File: src/rtl/uart_rx_byte_pkg.sv
// rtl/uart_rx_byte_pkg.sv - shared constants and state encoding for the UART byte link
package uart_rx_byte_pkg;

    // Link defaults, shared with the matching transmitter
    localparam int UART_CLKS_PER_BIT = 16;
    localparam int UART_DATA_BITS    = 8;

    // Receiver FSM encoding
    localparam logic [2:0] ST_IDLE  = 3'd0;
    localparam logic [2:0] ST_START = 3'd1;
    localparam logic [2:0] ST_DATA  = 3'd2;
    localparam logic [2:0] ST_STOP  = 3'd3;
    localparam logic [2:0] ST_BREAK = 3'd4;

    // Timer value at the middle of the start bit, counted from the first low cycle
    function automatic int mid_bit_count(input int clks_per_bit);
        return (clks_per_bit - 1) / 2;
    endfunction

endpackage

File: src/rtl/rx_dff_set.sv
// rtl/rx_dff_set.sv - 1-bit D flop with asynchronous active-low reset to 1
module rx_dff_set (
    input  logic clk,
    input  logic rst_n,
    input  logic d_i,
    output logic q_o
);

    // Single storage bit; resets high so an idle line reads as idle
    always_ff @(posedge clk or negedge rst_n) begin
        if (!rst_n) begin
            q_o <= 1'b1;
        end else begin
            q_o <= d_i;
        end
    end

endmodule

File: src/rtl/rx_sync2.sv
// rtl/rx_sync2.sv - two-flop synchroniser for the asynchronous serial input
module rx_sync2 (
    input  logic clk,
    input  logic rst_n,
    input  logic async_i,
    output logic sync_o
);

    logic meta_q;

    rx_dff_set u_stage0 (
        .clk   (clk),
        .rst_n (rst_n),
        .d_i   (async_i),
        .q_o   (meta_q)
    );

    rx_dff_set u_stage1 (
        .clk   (clk),
        .rst_n (rst_n),
        .d_i   (meta_q),
        .q_o   (sync_o)
    );

endmodule

File: src/rtl/uart_rx_byte.sv
// rtl/uart_rx_byte.sv - 8N1 serial receiver delivering one word per valid pulse
module uart_rx_byte
    import uart_rx_byte_pkg::*;
#(
    parameter int CLKS_PER_BIT = UART_CLKS_PER_BIT,
    parameter int DATA_BITS    = UART_DATA_BITS
) (
    input  logic                 clk,
    input  logic                 rst_n,
    input  logic                 i_rx,
    output logic [DATA_BITS-1:0] o_data,
    output logic                 o_valid,
    output logic                 o_frame_err,
    output logic                 o_busy
);

    localparam int TW = $clog2(CLKS_PER_BIT);
    localparam int IW = $clog2(DATA_BITS);

    localparam logic [TW-1:0] T_MID  = TW'(mid_bit_count(CLKS_PER_BIT));
    localparam logic [TW-1:0] T_LAST = TW'(CLKS_PER_BIT - 1);
    localparam logic [IW-1:0] I_LAST = IW'(DATA_BITS - 1);

    logic                 rx_s;
    logic [2:0]           state_q, state_d;
    logic [TW-1:0]        timer_q, timer_d;
    logic [IW-1:0]        idx_q, idx_d;
    logic [DATA_BITS-1:0] shift_q, shift_d;
    logic [DATA_BITS-1:0] data_q, data_d;
    logic                 valid_q, valid_d;
    logic                 ferr_q, ferr_d;

    rx_sync2 u_sync (
        .clk     (clk),
        .rst_n   (rst_n),
        .async_i (i_rx),
        .sync_o  (rx_s)
    );

    // Frame sequencing: start validation, mid-bit data sampling, stop check, break hold-off
    always_comb begin
        state_d = state_q;
        timer_d = timer_q;
        idx_d   = idx_q;
        shift_d = shift_q;
        data_d  = data_q;
        valid_d = 1'b0;
        ferr_d  = 1'b0;
        case (state_q)
            ST_IDLE: begin
                if (!rx_s) begin
                    state_d = ST_START;
                    timer_d = '0;
                end
            end
            ST_START: begin
                if (timer_q == T_MID) begin
                    timer_d = '0;
                    if (rx_s) begin
                        // Line went back high before mid start bit: glitch, drop it silently
                        state_d = ST_IDLE;
                    end else begin
                        idx_d   = '0;
                        state_d = ST_DATA;
                    end
                end else begin
                    timer_d = timer_q + 1'b1;
                end
            end
            ST_DATA: begin
                if (timer_q == T_LAST) begin
                    timer_d         = '0;
                    shift_d[idx_q]  = rx_s;
                    if (idx_q == I_LAST) begin
                        state_d = ST_STOP;
                    end else begin
                        idx_d = idx_q + 1'b1;
                    end
                end else begin
                    timer_d = timer_q + 1'b1;
                end
            end
            ST_STOP: begin
                if (timer_q == T_LAST) begin
                    timer_d = '0;
                    if (rx_s) begin
                        data_d  = shift_q;
                        valid_d = 1'b1;
                        state_d = ST_IDLE;
                    end else begin
                        ferr_d  = 1'b1;
                        state_d = ST_BREAK;
                    end
                end else begin
                    timer_d = timer_q + 1'b1;
                end
            end
            ST_BREAK: begin
                // A held-low line must return high before another start is accepted
                if (rx_s) begin
                    state_d = ST_IDLE;
                end
            end
            default: begin
                state_d = ST_IDLE;
            end
        endcase
    end

    // Receiver state registers; reset discards any partial frame
    always_ff @(posedge clk or negedge rst_n) begin
        if (!rst_n) begin
            state_q <= ST_IDLE;
            timer_q <= '0;
            idx_q   <= '0;
            shift_q <= '0;
            data_q  <= '0;
            valid_q <= 1'b0;
            ferr_q  <= 1'b0;
        end else begin
            state_q <= state_d;
            timer_q <= timer_d;
            idx_q   <= idx_d;
            shift_q <= shift_d;
            data_q  <= data_d;
            valid_q <= valid_d;
            ferr_q  <= ferr_d;
        end
    end

    assign o_data      = data_q;
    assign o_valid     = valid_q;
    assign o_frame_err = ferr_q;
    assign o_busy      = (state_q != ST_IDLE);

endmodule
File: config.mk
export PLATFORM = sky130hd
export DESIGN_NAME = uart_rx_byte
export DESIGN_NICKNAME = d
export VERILOG_FILES = /design/src/rtl/uart_rx_byte_pkg.sv /design/src/rtl/rx_dff_set.sv /design/src/rtl/rx_sync2.sv /design/src/rtl/uart_rx_byte.sv
export SDC_FILE = /design/constraint.sdc
export NUM_CORES = 1
export LEC_CHECK = 0
export CORE_MARGIN = 5
export CORE_UTILIZATION = 50
export DETAILED_ROUTE_END_ITERATION = 8
export PLACE_DENSITY = 0.79
export SLEW_MARGIN = 5
export SYNTH_ARGS = -nofsm -noshare
export SYNTH_HDL_FRONTEND = slang
export SYNTH_HIERARCHICAL = 1
export SYNTH_SLANG_ARGS = --single-unit
File: constraint.sdc
create_clock -name clk -period 1.5 [get_ports clk]
set_input_delay 0.225 -clock clk [delete_from_list [all_inputs] [get_ports clk]]
set_output_delay 0.225 -clock clk [all_outputs]
set_load 0.02 [all_outputs]
==> impl_metrics.ini <==
[status]
status = finished, violations left
failed_checks = setup timing

[finish]
fin_nets = 153
fillers = 216
layout.cells.non_filler = 179
syn_to_final_growth_pct = 24.0
drive_gt1_share_pct = 38.5
seq_area_um2 = 757
multiInputGateArea_um2 = 727
diodes = 0

[logic_synthesis]
synth_edf_count = 0
synth.avg_cell_area_um2 = 12.8
synthTopCellsByCount = dfrtp_1, mux2_2, nor2_1
ys_warn_count = 6
ys_seq_area_share_pct = 50.4
yosysUniqueCellTypes = 41
synth_area_mm2 = 0.00149
synthesis.nets = 123
syn_inst = 117
ys.flop_type = dfrtp_1
yosysMostFrequentCell = dfrtp_1
async_reset_ff_share_pct = 100
synthTopCellsByArea = dfrtp_1, mux2_2, dfstp_2
synth_top_area_share_pct = 46.9
ys_seq_elements = 30
yosys.area.top_type = dfrtp_1

[global_route]
grt_pass1_vias = 1045
grt_usage_pct = 14.7
grt_pass1_wl_mm = 4.75
overflow = 0
antenna_found_initial = 0
grt_max_degree = 31

[drt]
wire_per_inst_um = 16.6
drc = 0
routed_wl_mm = 2.97
vias = 1037
drt_iter0_markers = 36
final_antenna_net_count = 0
vias_per_cell = 5.79
firstDrtPassIters = 4

[timing]
max_slew_margin_pct = 73.3
fin_crit_sh_pct = 101
hold_viol = 0
tns_ns = -0.0219
min_period_ns = 1.52
setup_viol = 1
rsz0062_at_grt = yes
worst_pin_slew_ns = 0.399
skew_ns = 0.0155
hold_ws_ns = 0.272
drv_slew = 0
setup_slack_ns = -0.0219
max_freq_mhz = 657

[floorplan]
fp.dieW_um = 64.7
io_pins = 14
core_area_mm2 = 0.00281
row_count = 19
die_h_um = 64.7
start_util_pct = 53.3
die_area_mm2 = 0.00418

[place]
dp_hpwl_mm = 1.95
port_buffers = 13
dp_cells = 168
gp_congestion = 0.754

[clock_network]
h-tree-depth = 2
cts_buffers = 5
clk_pin_slew_worst_paths_ns = 0.10
tritoncts = built
clkLatencyLatePin_ns = 0.33
clock_path_buffers = 2
cts_sinks = 30
root_buffer = clkbuf_4

[critical_path]
timing.rr.start = state_q[0]$_DFFE_PN0P_
cp_max_fo = 7
worst_setup_path_start_kind = flip-flop
critPathCaptureType = flip-flop
crit_type = reg2reg
worstPathRequired_ns = 1.70
r2r_slack_ns = -0.02
reg2regPathDepth = 4
r2r_end = shift_q[4]$_DFFE_PN0P_
cp.arrival_ns = 1.72

[pwr]
ir_worst_vdd_uv = 937
power_density_mw_per_mm2 = 1350
leakagePower_nw = 0.925

[worst_hold_path]
hold_path_class = in2async

[flow_run]
drv_cap = 0
[cell usage in the layout (no fill, tap or decap), types with 2 or more instances in the layout]
cell type        instances
dlygate4sd2_1            8
mux2_4                   2
nand3_1                  2
dlymetal6s2s_1           2
nor2_1                   8
dfrtp_2                  3
ha_1                     2
a21oi_1                  3
nand4_1                  3
or3_1                    2
dfrtp_1                 25
a211oi_1                 2
clkbuf_4                 5
mux2_2                  10
buf_4                   17
mux2i_1                  4
nand4b_1                 2
nor2b_1                  3
clkdlybuf4s50_1          2
o2bb2ai_1                5
mux2_1                   4
inv_1                    3
dfstp_2                  2
[area by class of cell]
| cell class | instances | share of cell area [%] |
|---|---|---|
| Clock inverter | 1 | 0.270 |
| Timing Repair Buffer | 31 | 14.0 |
| Tap cell | 31 | 2.09 |
| Clock buffer | 7 | 2.97 |
| Inverter | 3 | 0.608 |
| Multi-Input combinational cell | 76 | 39.2 |
| Sequential cell | 30 | 40.9 |
[power breakdown]
part	internal (mW)	switching [mW]
Sequential	0.921	0.0920
Combinational	0.518	0.488
Clock	0.227	0.256
Total	1.67	0.837
[logic make-up (layout without fill, tap and decap cells)]
group | after synthesis | in the layout | share of synthesized area, %
xor gates and xnor gates | 1 | 1 | 0.586
adders and majority gates | 3 | 3 | 2.51
DFF | 30 | 30 | 50.4
AOI/OAI and AO/OA | 15 | 15 | 7.79
buffers and inverters | 11 | 42 | 5.53
and+or+nand+nor | 37 | 37 | 18.4
muxes | 20 | 20 | 14.7
[registers in the layout (all words and copies together) (netlist names)]
name,cells
idx_q,3
o_data,8
o_frame_err,1
o_valid,1
shift_q,8
state_q,3
timer_q,4
u_sync/u_stage0/q_o,1
u_sync/u_stage1/q_o,1
[how the worst max path moves through the flow]
stage / from / to / slack, ns / depth (start not counted)
after global routing: state_q[0]$_DFFE_PN0P_ / shift_q[4]$_DFFE_PN0P_ / -0.05 / 4
after floorplan: timer_q[0]$_DFFE_PN0P_ / shift_q[0]$_DFFE_PN0P_ / 0.04 / 5
after global placement: timer_q[0]$_DFFE_PN0P_ / shift_q[6]$_DFFE_PN0P_ / 0.009 / 4
after detailed placement: timer_q[0]$_DFFE_PN0P_ / shift_q[6]$_DFFE_PN0P_ / -0.07 / 4
after CTS: state_q[0]$_DFFE_PN0P_ / shift_q[6]$_DFFE_PN0P_ / -0.02 / 4
final: state_q[0]$_DFFE_PN0P_ / shift_q[4]$_DFFE_PN0P_ / -0.02 / 4
[per-stage QoR]
stage	total power, mW	worst slack (ns)	util [%]	instance area, um2
after floorplan	1.66	0.0391	-	1490
after global placement	1.85	0.00909	60.7	1700
after detailed placement	1.89	-0.0733	60.7	1700
after CTS	2.38	-0.0219	63.1	1770
after global routing	2.69	-0.0507	66.1	1850
final	2.50	-0.0219	66.1	1850
[per-layer routing]
| metal | global-route usage (%) | wire, um | share of wire (%) |
|---|---|---|---|
| met5 | 0 | 0 | 0 |
| met4 | 6.33 | 67 | 2.3 |
| met3 | 3.97 | 95 | 3.2 |
| met2 | 24.7 | 1600 | 54 |
| met1 | 17.6 | 1200 | 41 |
[worst max-delay path, cell delays in order (launching register included)]
cell      delay (ns)
dfrtp_1         0.40
buf_6           0.14
nand3b_4        0.20
nor4b_4         0.33
mux2_4          0.33
[what timing repair did]
item / CTS / global route
hold buffers: 0 / 0
endpoints found under the setup margin: 15 / 12
setup buffers: 0 / 3
gates resized for setup: 16 / 14
pin swaps: 2 / 4
Power figures use the tool's default switching activity.
==> RTL edit (same flow settings) <==
Change the package constant `UART_CLKS_PER_BIT` from 16 to 8.
--- a/src/rtl/uart_rx_byte_pkg.sv
+++ b/src/rtl/uart_rx_byte_pkg.sv
@@ -2,7 +2,7 @@
 package uart_rx_byte_pkg;
 
     // Link defaults, shared with the matching transmitter
-    localparam int UART_CLKS_PER_BIT = 16;
+    localparam int UART_CLKS_PER_BIT = 8;
     localparam int UART_DATA_BITS    = 8;
 
     // Receiver FSM encoding
Function: changed (Yosys sat finds a counterexample within 10 cycles, from zero or initial values and one cycle with rst_n low).
==> RTL edit against the original RTL <==
The flow still finishes with violations (setup timing). Critical path depth increased by 1. Sequential cell count shrank 1. Clock skew down 8.0 ps. Routed wire length down 1.9%. Cell area increased by 4.7%. Power shrank 0.79%. Sequential power is essentially flat. Area after synthesis is 3.5% lower. Setup slack worse by 92 ps. Clock power down 8.3%. Sequential share of layout area shrank 3.3 points. Highest routed layer unchanged.
==> RTL edit: results <==
group,metric,value,unit
global_routing,grtUsageMet1,18.7,%
global_routing,grt_pass1_wl,5080,um
pwr,ir_worst_vdd,0.00105,V
sta,finalSetupViolCount,19,
worst_setup_path,reg2reg_depth,5,
outcome,status,"finished, violations left",
detailed_routing,wl_per_cell,16.1,um
final_layout,layout-drive-gt1-share,49.3,%
sta,finalSetupTns,-1070,ps
detailed_routing,drt-met1-wl,1230,um
sta,timing.hold.ws,262,ps
yosys,syn-num-nets,120,
sta,setup_slack,-114,ps
yosys,netlist_top_cells_area,"dfrtp_1 47%, mux2_2 12%, ha_1 6.1%, dfstp_2 3.6%, a22o_1 2.4%",
place,post-place-cells,166,
detailed_routing,drtPass1Iterations,3,
global_routing,grt_use_met3,6.39,%
worst_setup_path,endpoint,"shift_q[2]$_DFFE_PN0P_",
detailed_routing,vias,999,
place,place_congestion,0.815,
global_routing,grtUsageTotal,16.2,%
global_routing,grt_pass1_vias,1082,
final_layout,nNetsFinal,159,
outcome,failed_checks,"setup timing",
detailed_routing,wl_met3,133,um
detailed_routing,drt_iter0_drc,26,
place,dp_hpwl,1910,um
place,place_ws,-121,ps
sta,finClkSkew,7.55,ps
yosys,synth_common_cells,"27 x dfrtp_1, 15 x mux2_2, 7 x ha_1, 7 x nor2_1, 5 x nand2_1",
detailed_routing,viasPerCell,5.52,
pwr,p_sw_share,35.4,%
yosys,netlist_instances,110,
worst_setup_path,crit_fanout,4,
## RTL edit: repair_timing
action                                  CTS  global route
hold endpoints to repair                  0             0
cloned                                    1             0
gates resized for setup                  28             7
pin swaps                                 5             3
endpoints found under the setup margin   28            24
buffers inserted                          6             0
## RTL edit: area by class of cell
cell class | instances | area (um2)
Clock inverter | 2 | 10.0
Sequential cell | 29 | 729
Timing Repair Buffer | 38 | 324
Fill cell | 178 | 817
Inverter | 4 | 15.0
Tap cell | 31 | 38.8
Clock buffer | 6 | 41.3
Multi-Input combinational cell | 71 | 782
## RTL edit: logic make-up after synthesis
| kind of cell | after synthesis | share of synthesized area [%] |
|---|---|---|
| adders and majority gates | 7 | 6.08 |
| buffers and inverters | 11 | 4.77 |
| muxes | 18 | 14.0 |
| and+or+nand+nor | 33 | 17.9 |
| AOI/OAI and AO/OA | 12 | 6.77 |
| DFF | 29 | 50.5 |
